[src/rtl/riscv_pkg.sv]
// Shared fetch types for the RV32I front end: FSM states, FIFO entry layout
// and the instruction alignment helper.
package riscv_pkg;
    localparam int XLEN        = 32;
    localparam int INSTR_BYTES = 4;
    localparam int ALIGN_BITS  = $clog2(INSTR_BYTES);

    typedef enum logic [1:0] {IDLE, WAIT, DROP} fetch_state_t;

    typedef struct packed {
        logic [XLEN-1:0] addr;
        logic [XLEN-1:0] instr;
    } fetch_entry_t;

    function automatic logic is_aligned(input logic [ALIGN_BITS-1:0] lsb);
        return lsb == '0;
    endfunction
endpackage

[src/rtl/ifetch_r32i_if.sv]
// Instruction-memory request bus and decode handshake of the fetch unit.
// master = fetch unit, slave = memory + decode side.
interface ifetch_r32i_if #(parameter int dataW = 32);
    logic             MemReq;
    logic [dataW-1:0] MemAddr;
    logic             MemGnt;
    logic             MemRValid;
    logic [dataW-1:0] MemRData;
    logic             InstrValid;
    logic             InstrReady;
    logic [dataW-1:0] Instr;
    logic [dataW-1:0] InstrAddr;

    modport master (
        output MemReq, MemAddr, InstrValid, Instr, InstrAddr,
        input  MemGnt, MemRValid, MemRData, InstrReady
    );

    modport slave (
        input  MemReq, MemAddr, InstrValid, Instr, InstrAddr,
        output MemGnt, MemRValid, MemRData, InstrReady
    );
endinterface

[src/rtl/fetch_fifo_r32i.sv]
// DEPTH-entry synchronous FIFO of fetch entries with registered storage;
// clear empties it on the next edge. Caller never pushes when full.
module fetch_fifo_r32i
    import riscv_pkg::*;
#(
    parameter int DEPTH = 2
) (
    input  logic                     clock,
    input  logic                     reset,
    input  logic                     push,
    input  logic                     pop,
    input  logic                     clear,
    input  fetch_entry_t             wdata,
    output fetch_entry_t             head,
    output logic [$clog2(DEPTH):0]   count
);
    localparam int PW = $clog2(DEPTH);

    fetch_entry_t   mem [DEPTH];
    logic [PW-1:0]  wr_ptr;
    logic [PW-1:0]  rd_ptr;

    always_ff @(posedge clock or posedge reset) begin
        if (reset) begin
            wr_ptr <= '0;
            rd_ptr <= '0;
            count  <= '0;
            for (int i = 0; i < DEPTH; i++) mem[i] <= '0;
        end else if (clear) begin
            wr_ptr <= '0;
            rd_ptr <= '0;
            count  <= '0;
        end else begin
            if (push) begin
                mem[wr_ptr] <= wdata;
                wr_ptr      <= wr_ptr + 1'b1;
            end
            if (pop) rd_ptr <= rd_ptr + 1'b1;
            case ({push, pop})
                2'b10:   count <= count + 1'b1;
                2'b01:   count <= count - 1'b1;
                default: count <= count;
            endcase
        end
    end

    assign head = mem[rd_ptr];
endmodule

[src/rtl/ifetch_r32i.sv]
// RV32I instruction fetch: one outstanding word read, FIFO-buffered responses.
// Optional IFETCH_BYPASS_EN forwards a response straight to decode when the FIFO is empty.
//
// state | meaning
// IDLE  | may request FetchAddr when aligned, not flushing and FIFO has room
// WAIT  | request granted, awaiting MemRValid
// DROP  | flushed while in flight, next MemRValid is discarded
module ifetch_r32i
    import riscv_pkg::*;
#(
    parameter int dataW = 32,
    parameter int DEPTH = 2
) (
    input  logic              clock,
    input  logic              reset,
    input  logic [dataW-1:0]  FetchAddr,
    output logic              AddrAccept,
    input  logic              Flush,
    output logic              MisalignErr,
    ifetch_r32i_if.master     bus
);
    localparam int CW = $clog2(DEPTH) + 1;

    fetch_state_t      state;
    fetch_state_t      state_nxt;
    logic [dataW-1:0]  PendAddr;
    logic [CW-1:0]     count;
    fetch_entry_t      head;
    fetch_entry_t      wdata;
    logic              aligned;
    logic              mem_req;
    logic              rsp_take;
    logic              fifo_valid;
    logic              push;
    logic              pop;

    assign aligned    = is_aligned(FetchAddr[ALIGN_BITS-1:0]);
    assign fifo_valid = (count != '0);
    assign wdata      = '{addr: PendAddr, instr: bus.MemRData};

    always_ff @(posedge clock or posedge reset) begin
        if (reset) state <= IDLE;
        else       state <= state_nxt;
    end

    always_comb begin
        state_nxt = state;
        case (state)
            IDLE: if (mem_req && bus.MemGnt) state_nxt = WAIT;
            // a response landing with the flush is already dropped, so no DROP needed
            WAIT: if (bus.MemRValid)         state_nxt = IDLE;
                  else if (Flush)            state_nxt = DROP;
            DROP: if (bus.MemRValid)         state_nxt = IDLE;
            default:                         state_nxt = IDLE;
        endcase
    end

    always_comb begin
        // reset gating keeps the combinational outputs quiet while reset is held
        mem_req        = (state == IDLE) && !reset && !Flush && aligned &&
                         (count < CW'(DEPTH));
        bus.MemReq     = mem_req;
        bus.MemAddr    = mem_req ? FetchAddr : '0;
        AddrAccept     = mem_req && bus.MemGnt;
        rsp_take       = (state == WAIT) && bus.MemRValid && !Flush;
        push           = rsp_take;
        pop            = fifo_valid && bus.InstrReady && !Flush;
        bus.InstrValid = fifo_valid;
        bus.Instr      = head.instr;
        bus.InstrAddr  = head.addr;
`ifdef IFETCH_BYPASS_EN
        if (!fifo_valid && rsp_take) begin
            bus.InstrValid = 1'b1;
            bus.Instr      = bus.MemRData;
            bus.InstrAddr  = PendAddr;
            push           = !bus.InstrReady;
        end
`endif
    end

    always_ff @(posedge clock or posedge reset) begin
        if (reset) begin
            PendAddr    <= '0;
            MisalignErr <= 1'b0;
        end else begin
            if (AddrAccept) PendAddr <= FetchAddr;
            if ((state == IDLE) && !Flush && !aligned) MisalignErr <= 1'b1;
        end
    end

    fetch_fifo_r32i #(.DEPTH(DEPTH)) u_fifo (
        .clock (clock),
        .reset (reset),
        .push  (push),
        .pop   (pop),
        .clear (Flush),
        .wdata (wdata),
        .head  (head),
        .count (count)
    );
endmodule
[src/flat_wrapper.sv]
// flat-port wrapper written by rule: the top's interface ports become plain ports
module ifetch_r32i_flat import riscv_pkg::*;
#(
    parameter int dataW = 32,
    parameter int DEPTH = 2
)
  (clock, reset, FetchAddr, AddrAccept, Flush, MisalignErr, bus_MemReq, bus_MemAddr, bus_InstrValid, bus_Instr, bus_InstrAddr, bus_MemGnt, bus_MemRValid, bus_MemRData, bus_InstrReady);
  ifetch_r32i_if #(.dataW(dataW)) bus_i ();
  input  logic clock;
  input  logic reset;
  input  logic [dataW-1:0] FetchAddr;
  output logic AddrAccept;
  input  logic Flush;
  output logic MisalignErr;
  output wire logic [$bits(bus_i.MemReq)-1:0] bus_MemReq;
  output wire logic [$bits(bus_i.MemAddr)-1:0] bus_MemAddr;
  output wire logic [$bits(bus_i.InstrValid)-1:0] bus_InstrValid;
  output wire logic [$bits(bus_i.Instr)-1:0] bus_Instr;
  output wire logic [$bits(bus_i.InstrAddr)-1:0] bus_InstrAddr;
  input wire logic [$bits(bus_i.MemGnt)-1:0] bus_MemGnt;
  input wire logic [$bits(bus_i.MemRValid)-1:0] bus_MemRValid;
  input wire logic [$bits(bus_i.MemRData)-1:0] bus_MemRData;
  input wire logic [$bits(bus_i.InstrReady)-1:0] bus_InstrReady;
  assign bus_MemReq = bus_i.MemReq;
  assign bus_MemAddr = bus_i.MemAddr;
  assign bus_InstrValid = bus_i.InstrValid;
  assign bus_Instr = bus_i.Instr;
  assign bus_InstrAddr = bus_i.InstrAddr;
  assign bus_i.MemGnt = bus_MemGnt;
  assign bus_i.MemRValid = bus_MemRValid;
  assign bus_i.MemRData = bus_MemRData;
  assign bus_i.InstrReady = bus_InstrReady;
  ifetch_r32i #(.dataW(dataW), .DEPTH(DEPTH)) u_core (.clock(clock), .reset(reset), .FetchAddr(FetchAddr), .AddrAccept(AddrAccept), .Flush(Flush), .MisalignErr(MisalignErr), .bus(bus_i));
endmodule
[config.mk]
export PLATFORM = sky130hd
export DESIGN_NAME = ifetch_r32i_flat
export DESIGN_NICKNAME = d
export VERILOG_FILES = /design/src/rtl/riscv_pkg.sv /design/src/rtl/ifetch_r32i_if.sv /design/src/rtl/fetch_fifo_r32i.sv /design/src/rtl/ifetch_r32i.sv /design/src/flat_wrapper.sv
export SDC_FILE = /design/constraint.sdc
export NUM_CORES = 1
export LEC_CHECK = 0
export ABC_AREA = 1
export BUFFER_PORTS_ARGS = -buffer_cell sky130_fd_sc_hd__buf_2
export CAP_MARGIN = 20
export CORE_MARGIN = 3
export CORE_UTILIZATION = 49
export DETAILED_ROUTE_END_ITERATION = 8
export PLACE_DENSITY = 0.76
export SKIP_CTS_REPAIR_TIMING = 1
export SLEW_MARGIN = 20
export SYNTH_ARGS = -nofsm -noshare
export SYNTH_HDL_FRONTEND = slang
export SYNTH_HIERARCHICAL = 1
export SYNTH_SLANG_ARGS = --single-unit
[constraint.sdc]
create_clock -name clock -period 3.44 [get_ports clock]
set_input_delay 0 -clock clock [delete_from_list [all_inputs] [get_ports clock]]
set_output_delay 0 -clock clock [all_outputs]
set_load 0.05 [all_outputs]
# Word-level counts from Yosys, hierarchy flattened
# Cells that the tools add are included.
dict set report word_totals {
  reg_bits 167
  output_inout_bits 100
  word_cells 69
  inputBits 70
}
dict set report classes {
  n_eq_ne 7
  bitwise_logic 3
  n_addsub 4
  muxes 18
  order_cmp 4
  reduce_logical 23
}
# op n
set ops {}
lappend ops {{64-bit two-way mux} 4}
lappend ops {{128-bit bitwise mux} 1}
lappend ops {{64-bit demux with 1-bit select} 1}
lappend ops {{32-bit two-way mux} 1}
lappend ops {{1-bit logical AND} 12}
lappend ops {{2-bit two-way mux} 5}
lappend ops {{2-bit case mux with 3 select lines} 1}
lappend ops {{2-bit nonzero test} 3}
lappend ops {{2-bit by 1-bit == test with 1-bit output, second input constant} 2}
lappend ops {{2-bit == test, second input constant} 2}
lappend ops {{2-bit >= comparator, second input constant} 2}
lappend ops {{2-bit zero test} 2}
lappend ops {{1-bit two-way mux} 4}
lappend ops {{2-bit != test, second input constant} 2}
lappend ops {{1-bit NOT with 2-bit output} 2}
lappend ops {{2-bit case mux with 2 select lines} 1}
lappend ops {{1-bit zero test} 3}
lappend ops {{3-bit != test, second input constant} 1}
lappend ops {{3-bit AND reduction} 1}
lappend ops {{3-bit nonzero test} 1}
lappend ops {{1-bit adder, second input constant} 2}
lappend ops {{2-bit by 1-bit adder with 2-bit output, second input constant} 1}
lappend ops {{2-bit by 1-bit less-than comparator with 1-bit output, second input constant} 1}
lappend ops {{2-bit less-than comparator, second input constant} 1}
lappend ops {{3 further kinds} 3}

# Depth between registers and ports, before layout
# Gate-level depths: netlist (run 1).
dict set report depth {
  depth_word 8
  mapped_depth 10
}

# By module
# The synthesis (run 1) kept the hierarchy.
# mod cells_per_inst area_each_um2 n_inst seq_area_each_um2
set by_module_without_submodules {}
lappend by_module_without_submodules {fetch_fifo_r32i 580 6064.6 1 3303.2}
lappend by_module_without_submodules {ifetch_r32i 231 1756.7 1 875.8}

# Least setup slack after synthesis (run 1)
# OpenSTA, ideal clock, no wires.
dict set report synth_timing {
  kind {reg-to-reg}
  from {register u_core.state[1]}
  to {register u_core/u_fifo/mem[64] (netlist bit)}
  arrival_ns 1.471
  setup_slack_ns 1.839
  path_stages_with_launch 9
  required_time_ns 3.310
  cell_sequence {dfrtp_1 -> inv_2 -> nand2_1 -> nor3_1 -> nand3b_2 -> buf_4 -> buf_6 -> nand2_1 -> o21ai_0}
}
dict set report synth_via {
  elab_chain_len 4
}
# element line
set synth_rtl {}
lappend synth_rtl {{start, declared} ifetch_r32i.sv:24} ;# fetch_state_t state;
lappend synth_rtl {{start signal, assigned} ifetch_r32i.sv:43} ;# else state <= state_nxt;
lappend synth_rtl {{2-bit by 1-bit == test with 1-bit output} ifetch_r32i.sv:65} ;# rsp_take = (state == WAIT) && bus.MemRValid && !Flush;
lappend synth_rtl {{1-bit logical AND (2 in series)} ifetch_r32i.sv:65}
lappend synth_rtl {{named net u_core.push} ifetch_r32i.sv:34} ;# logic push;
lappend synth_rtl {{2-bit AND reduction (no source line)} n/a}
lappend synth_rtl {{end signal, assigned by index} fetch_fifo_r32i.sv:35} ;# mem[wr_ptr] <= wdata;
lappend synth_rtl {{end, declared} fetch_fifo_r32i.sv:19} ;# fetch_entry_t mem [DEPTH];
# The timed path passes the listed nets, and every way through them passes these cells.
# A chain may end at the register's enable or synchronous reset.

# Final worst setup path (run 1)
dict set report layout_timing {
  from {register u_core.u_fifo.count[1]}
  to {output port bus_MemAddr[14]}
}
dict set report layout_via {
  elab_chain_len 3
}
# element line
set layout_rtl {}
lappend layout_rtl {{start, declared} fetch_fifo_r32i.sv:15} ;# output logic [$clog2(DEPTH):0] count
lappend layout_rtl {{start signal, assigned} fetch_fifo_r32i.sv:40} ;# 2'b10: count <= count + 1'b1;
lappend layout_rtl {{start signal, assigned} fetch_fifo_r32i.sv:41} ;# 2'b01: count <= count - 1'b1;
lappend layout_rtl {{start signal, assigned} fetch_fifo_r32i.sv:42} ;# default: count <= count;
lappend layout_rtl {{2-bit less-than comparator} ifetch_r32i.sv:61} ;# (count < CW'(DEPTH));
lappend layout_rtl {{1-bit logical AND} ifetch_r32i.sv:60} ;# mem_req = (state == IDLE) && !reset && !Flush && aligned &&
lappend layout_rtl {{32-bit two-way mux} ifetch_r32i.sv:63} ;# bus.MemAddr = mem_req ? FetchAddr : '0;
lappend layout_rtl {{end, declared} flat_wrapper.sv:16} ;# output wire logic [$bits(bus_i.MemAddr)-1:0] bus_MemAddr;
# Every way passes these cells.

==> results of run 1 <==
## sequential cells by signal, indices dropped and copies added, names as in the netlist
name / flops
u_core/MisalignErr: 1
u_core/PendAddr: 32
u_core/state: 2
u_core/u_fifo/count: 2
u_core/u_fifo/mem: 128
u_core/u_fifo/rd_ptr: 1
u_core/u_fifo/wr_ptr: 1
## area by class of cell
cell class | instances | area [sq um]
clock buffers | 23 | 488
clock inverters | 7 | 93.8
fillers | 1250 | 5560
inverters | 111 | 420
multi-input cells | 485 | 2790
flip-flops and latches | 167 | 4180
well taps | 211 | 264
repair buffers | 243 | 1630
## kinds of logic (layout without fill, tap and decap cells)
group | Yosys count | count (layout) | share of synthesized area
AOI/OAI and AO/OA | 133 | 133 | 0.112
buffers and inverters | 160 | 384 | 0.111
DFF | 167 | 167 | 0.534
muxes | 64 | 64 | 0.0921
other | 1 | 2 | 0.000479
and+or+nand+nor | 286 | 286 | 0.150
## worst register-to-register path: stages, from the launching register on
cell      delay, ns
dfrtp_1        0.37
inv_2          0.09
nand2_1        0.07
nor3_1         0.64
nand3b_4       0.11
buf_4          0.40
nand2_1        0.24
o21ai_2        0.07
## stage by stage
step                cells  hold slack, ns  instance area (sq um)
floorplan             812          0.0956                   7830
global route         1247          0.0356                   9870
finish               1247          0.0140                   9870
global placement     1148           0.168                   8580
CTS                  1178          -0.272                   9170
detailed placement   1148           0.178                   8580
## worst paths after layout
check | start | to | slack (ns)
min in group asynchronous | reset | u_core/u_fifo/mem[111] | 0.17
setup / recovery | u_core/u_fifo/count[1] | bus_MemAddr[14] | 1.12
hold reg to reg | u_core/PendAddr[23] | u_core/PendAddr[23] | 0.47
setup reg to reg | u_core/state[1] | u_core/u_fifo/mem[79] | 1.30
hold / removal | bus_InstrReady | u_core/u_fifo/rd_ptr | 0.01
max in group asynchronous | reset | u_core/u_fifo/mem[73] | 2.37
## synthesized netlist by cell type
cell type and count:
o21bai_1 1, nor2_2 2, dfrtp_1 167, o31ai_1 1
nor3_1 1, nand3b_2 1, o21ai_1 65, inv_2 5
buf_2 11, conb_1 1, o21ai_0 10, o21ai_2 55
nor2_1 36, buf_4 6, nand4_1 3, nand3_2 2
inv_1 106, buf_6 31, clkbuf_1 1, a21oi_1 1
nand2_1 205, nand3_4 1, nand3_1 34, mux2_2 64
nor2_4 1
## power by group
part | internal (uW) | switching, uW | total (uW)
registers | 2130 | 96.9 | 2220
clock network | 1140 | 722 | 1860
logic | 306 | 623 | 929
## metal layers
layer,part of all wire,wire length [um],up-vias,GRT usage
met1,0.45,7630,2774,0.265
met3,0.043,733,10,0.0355
met4,0.0081,138,0,0.0612
li1,-,-,2990,-
met5,0,0,-,0
met2,0.50,8500,155,0.288
==> results.sh, run 1 <==
export IMPL_drive_above_1_share=0.324
export IMPL_grt_pass1_vias=5449
export IMPL_drv_slew=0
export IMPL_cts_tree="built"
export IMPL_synth_yosys_seq_area_share=0.534
export IMPL_timing_final_crit_share=0.673
export IMPL_worstMarginPinSlew_ns=0.976
export IMPL_cp_end_kind="output port"
export IMPL_cts_sinks=167
export IMPL_p_leak_uw=0.00532
export IMPL_rsz0062_at_grt="false"
export IMPL_root_buffer="clkbuf_16"
export IMPL_finalSetupViolations=0
export IMPL_cts_made_buffers=17
export IMPL_via_per_inst=4.75
export IMPL_yosysWarningCount=6
export IMPL_crit_slowest_cell="nand2_1"
export IMPL_gp_congestion=0.787
export IMPL_critPathMaxFanout=30
export IMPL_cp_arrival_ns=2.32
export IMPL_crit_path_cell_trace="nor2_1 > nand2_1 > inv_2 > nand2_1 > nor2_1 > buf_2"
export IMPL_fin_crit_ns=2.32
export IMPL_grt_max_degree=129
export IMPL_synth_seq_cells=167
export IMPL_fin_ws_ns=1.12
export IMPL_synthTopCellsByArea="dfrtp_1 (53%), nand2_1 (9.8%), mux2_2 (9.2%), o21ai_2 (6.2%), inv_1 (5.1%)"
export IMPL_dieArea_sq_um=17500
export IMPL_wl_um=17000
export IMPL_synth_top_area_frac=0.534
export IMPL_htreeDepth=4
export IMPL_antenna_left=0
export IMPL_synth_area_sq_um=7820
export IMPL_path_depth=6
export IMPL_postSynthAreaPerCell_sq_um=9.64
export IMPL_tns_ns=0
export IMPL_synthCells=811
export IMPL_hpwl_um=10300
export IMPL_grt_pass1_wl_um=26800
export IMPL_finClkSkew_ns=0.00642
export IMPL_via_count=5929
export IMPL_drt_iter0_markers=432
export IMPL_startpoint_type="flop"
export IMPL_p_per_area_nw_per_um2=508
export IMPL_fmax_mhz=432
export IMPL_layout_commonest_cell="nand2_1"
export IMPL_area_growth_pct=26.1
export IMPL_port_buffers=167
export IMPL_drtPass1Iterations=5
export IMPL_path_buf_inv=2
export IMPL_ctsLongestPathBuffers=2
export IMPL_reg2reg_depth=7
export IMPL_clk_latency_ns=0.41
export IMPL_yosysTopAreaCell="dfrtp_1"
export IMPL_power_uw=5010
export IMPL_maxSlewHeadroom=0.348
export IMPL_hold_path_depth=4
export IMPL_most_common_layout_cells="nand2_1 (205), buf_2 (167), dfrtp_1 (166), inv_1 (105), dlygate4sd3_1 (68)"
export IMPL_remaining_drc_errors=0
export IMPL_die_w_um=132
export IMPL_dp_slack_ns=1.31
export IMPL_min_path_type="in2reg"
export IMPL_critPathMaxStageDelay_ns=0.55
export IMPL_final_core_util=0.639
export IMPL_critical_path_class="reg2out"
export IMPL_wire_per_inst_um=13.6
export IMPL_initial_utilization=0.507
export IMPL_hold_viol=0
export IMPL_status="completed"
export IMPL_final_nets=1095
export IMPL_cpLargestDelayFamily="simple AND/OR/NAND/NOR gates"
export IMPL_antenna_found_initial=0
export IMPL_irDropWorstVdd_mv=0.339
export IMPL_cap_violations=0
export IMPL_clk_pin_slew_ns=0.06
export IMPL_placementRows=45
export IMPL_ys_types=25
export IMPL_crit_required_ns=3.44
export IMPL_core_area_sq_um=15400
export IMPL_io_pins=170
export IMPL_track_usage=0.186
export IMPL_die_h_um=132
export IMPL_num_antenna_cells=0
export IMPL_grt_ovfl_total=0
Power figures use the tool's default switching activity.
==> inputs of run 2 (changes only) <==
--- a/config.mk
+++ b/config.mk
@@ -5,7 +5,7 @@
 export SDC_FILE = /design/constraint.sdc
 export NUM_CORES = 1
 export LEC_CHECK = 0
-export ABC_AREA = 1
+export ABC_AREA = 0
 export BUFFER_PORTS_ARGS = -buffer_cell sky130_fd_sc_hd__buf_2
 export CAP_MARGIN = 20
 export CORE_MARGIN = 3
==> constraint.sdc (replaced) <==
create_clock -name clock -period 2.1 [get_ports clock]
set_input_delay 0 -clock clock [delete_from_list [all_inputs] [get_ports clock]]
set_output_delay 0 -clock clock [all_outputs]
set_load 0.05 [all_outputs]
==> run 2 against run 1 <==
Via count decreased by 19%. Sequential power grew 65%. Wire length decreased by 0.28%. Final area is 4.0% higher. Largest power group unchanged. Highest routed layer unchanged. Clock-buffer cell count up 1. Sequential share of layout area fell by 1.6 points. Critical endpoint is now bus_MemAddr[13].
==> results.sh, run 2 <==
export IMPL_layout_commonest_cell="dfrtp_1"
export IMPL_yosysMostFrequentCell="dfrtp_1"
export IMPL_synthXorXnorAreaFrac=0.00451
export IMPL_rr_endpoint="u_core/u_fifo/mem[125]"
export IMPL_grt_pass1_wl_um=24900
export IMPL_synth_fa_ha_area_frac=0
export IMPL_timing_final_crit_share=0.967
export IMPL_yosysWarningCount=6
export IMPL_rr_startpoint="u_core/state[1]"
export IMPL_grt_pass1_vias=4857
export IMPL_reg2reg_setup_slack_ns=0.14
export IMPL_final_core_util=0.668
export IMPL_multi_input_area_sq_um=3280
export IMPL_antenna_left=0
export IMPL_critPathMaxFanout=31
export IMPL_antenna_found_initial=0
export IMPL_postSynthAreaPerCell_sq_um=16.0
export IMPL_path_buf_inv=2
export IMPL_drtPass1Iterations=4
export IMPL_die_w_um=132
export IMPL_fmax_mhz=492
export IMPL_clk_pin_slew_ns=0.06
export IMPL_synth_top_area_frac=0.539
export IMPL_status="completed"
export IMPL_synth_yosys_seq_area_share=0.539
export IMPL_wl_um=17000
export IMPL_synth_top_family_by_area="multiplexers"
export IMPL_cp_startpoint="u_core/u_fifo/count[1]"
export IMPL_final_nets=801
export IMPL_startpoint_type="flop"
export IMPL_min_path_type="in2reg"
export IMPL_reg_largest_list="u_core/u_fifo/mem: 128 flops, u_core/PendAddr: 32 flops"
export IMPL_cts_tree="built"
export IMPL_worstMarginPinSlew_ns=0.735
export IMPL_cap_violations=0
export IMPL_drv_slew=0
export IMPL_initial_utilization=0.505
export IMPL_cts_made_buffers=17
export IMPL_dpl_cell_count=845
export IMPL_irDropWorstVdd_mv=0.599
export IMPL_htreeDepth=4
export IMPL_most_common_layout_cells="dfrtp_1 (165), buf_2 (136), mux2_2 (135), mux2_4 (87), dlygate4sd3_1 (69)"
export IMPL_worstHoldStart="bus_InstrReady"
export IMPL_cts_sinks=167
export IMPL_num_antenna_cells=0
export IMPL_rsz0062_at_grt="false"
export IMPL_fillers=1064
export IMPL_synth_flop_cell="dfrtp_1"
export IMPL_crit_path_cell_trace="nor4_4 > and3b_2 > buf_12 > and2_1 > clkbuf_4"
export IMPL_core_area_sq_um=15400
export IMPL_tns_ns=0
export IMPL_dp_slack_ns=0.0560
export IMPL_remaining_drc_errors=0
export IMPL_finalSetupViolations=0
export IMPL_via_count=4790
export IMPL_hpwl_um=9850
export IMPL_synthSimpleGateAreaFrac=0.0479
export IMPL_regMostFlops="u_core/u_fifo/mem"
export IMPL_instances_no_fill=955
export IMPL_placementRows=45
export IMPL_drt_iter0_markers=217
export IMPL_dieArea_sq_um=17400
export IMPL_synthMuxAreaShare=0.364
export IMPL_port_buffers=167
export IMPL_gp_congestion=0.743
export IMPL_whs_ns=0.0976
export IMPL_area_growth_pct=32.2
export IMPL_seqCellArea_sq_um=4180
export IMPL_reg2reg_depth=5
export IMPL_cpLargestDelayFamily="simple AND/OR/NAND/NOR gates"
export IMPL_maxSlewHeadroom=0.510
export IMPL_synthCells=484
export IMPL_synth_edf_count=0
export IMPL_critPathMaxStageDelay_ns=0.44
export IMPL_fin_ws_ns=0.0683
export IMPL_critical_path_class="reg2out"
export IMPL_path_depth=5
export IMPL_ys_async_sr_fraction=1.00
export IMPL_grt_ovfl_total=0
export IMPL_fin_crit_ns=2.03
export IMPL_p_leak_uw=0.00539
export IMPL_cp_arrival_ns=2.03
export IMPL_via_per_inst=5.02
export IMPL_io_pins=170
export IMPL_grt_max_degree=133
export IMPL_crit_slowest_cell="dfrtp_2"
export IMPL_cp_end_kind="output port"
export IMPL_ys_types=29
export IMPL_crit_required_ns=2.10
export IMPL_largest_reg_flops=128
export IMPL_track_usage=0.177
export IMPL_synth_area_sq_um=7760
export IMPL_die_h_um=132
export IMPL_p_per_area_nw_per_um2=826
export IMPL_ctsLongestPathBuffers=2
export IMPL_finClkSkew_ns=0.00949
export IMPL_drive_above_1_share=0.601
export IMPL_yosysTopAreaCell="dfrtp_1"
export IMPL_crit_end="bus_MemAddr[13]"
export IMPL_wire_per_inst_um=17.8
export IMPL_synth_seq_cells=167
export IMPL_root_buffer="clkbuf_16"
export IMPL_hold_viol=0
export IMPL_clk_latency_ns=0.42
export IMPL_synth_cells_most_frequent="dfrtp_1 (167), mux2_2 (135), mux2_4 (87)"
export IMPL_synthTopCellsByArea="dfrtp_1 (54%), mux2_2 (20%), mux2_4 (17%), and2_1 (2.6%), buf_12 (1.5%)"
export IMPL_synth_compound_area_frac=0.00339
[run 2: cell count changes in the layout (fill, tap and decap cells not counted), sizes merged, moves of 3 or more]
cell	change
nand2	-205
buf	-12
nand3	-37
mux2	+158
and3b	+3
xnor2	+3
nor3b	+3
nor2	-34
bufinv	+3
o21ai	-129
inv	-108
clkbuf	+25
nand4	-3
and2	+32
[run 2: report_power, final]
group	internal (uW)	switching, uW	leakage (uW)
Sequential	3480	179	0.00226
Clock	2200	1210	0.000314
Combinational	646	766	0.00282
Total	6330	2150	0.00539
[run 2: metal layers]
| layer | track usage | vias to the layer above | routed length (um) |
|---|---|---|---|
| met5 | 0 | - | 0 |
| met4 | 0.0642 | 0 | 183 |
| met1 | 0.242 | 2431 | 7860 |
| li1 | - | 2195 | - |
| met3 | 0.0424 | 17 | 728 |
| met2 | 0.279 | 147 | 8180 |
[run 2: how the worst min path moves through the flow]
| stage | endpoint | depth (start not counted) |
|---|---|---|
| 3_5_place_dp | u_core/state[1] | 2 |
| 4_1_cts | u_core/PendAddr[16] | 3 |
| 3_3_place_gp | u_core/state[1] | 2 |
| 6_report | u_core/u_fifo/rd_ptr | 4 |
| 2_1_floorplan | u_core/state[1] | 1 |
| 5_1_grt | u_core/u_fifo/rd_ptr | 4 |
[run 2: per-stage QoR]
stage               area (sq um)  power (uW)
detailed placement          8730        5000
global route               10300        8780
finish                     10300        8480
floorplan                   7770        4670
CTS                         9380        8430
global placement            8730        4950
[run 2: area by class of cell]
cell class,instances,area share
Clock buffer,24,0.0469
Inverter,4,0.00183
Tap cell,211,0.0257
Timing Repair Buffer,256,0.182
Multi-Input combinational cell,285,0.319
Sequential cell,167,0.407
Clock inverter,8,0.0163
[run 2: worst min-delay path: cells and delay by family]
| kind | cells | cell delay, ns |
|---|---|---|
| buffers and inverters | 1 | 0.10 |
| xor gates and xnor gates | 1 | 0.14 |
| and+or+nand+nor | 2 | 0.25 |
[run 2: kinds of logic after synthesis]
| kind of cell | Yosys count |
|---|---|
| AO/OA/AOI/OAI | 4 |
| XOR/XNOR | 4 |
| buffers and inverters | 33 |
| flip-flops | 167 |
| multiplexers | 222 |
| other | 1 |
| AND/OR/NAND/NOR | 53 |
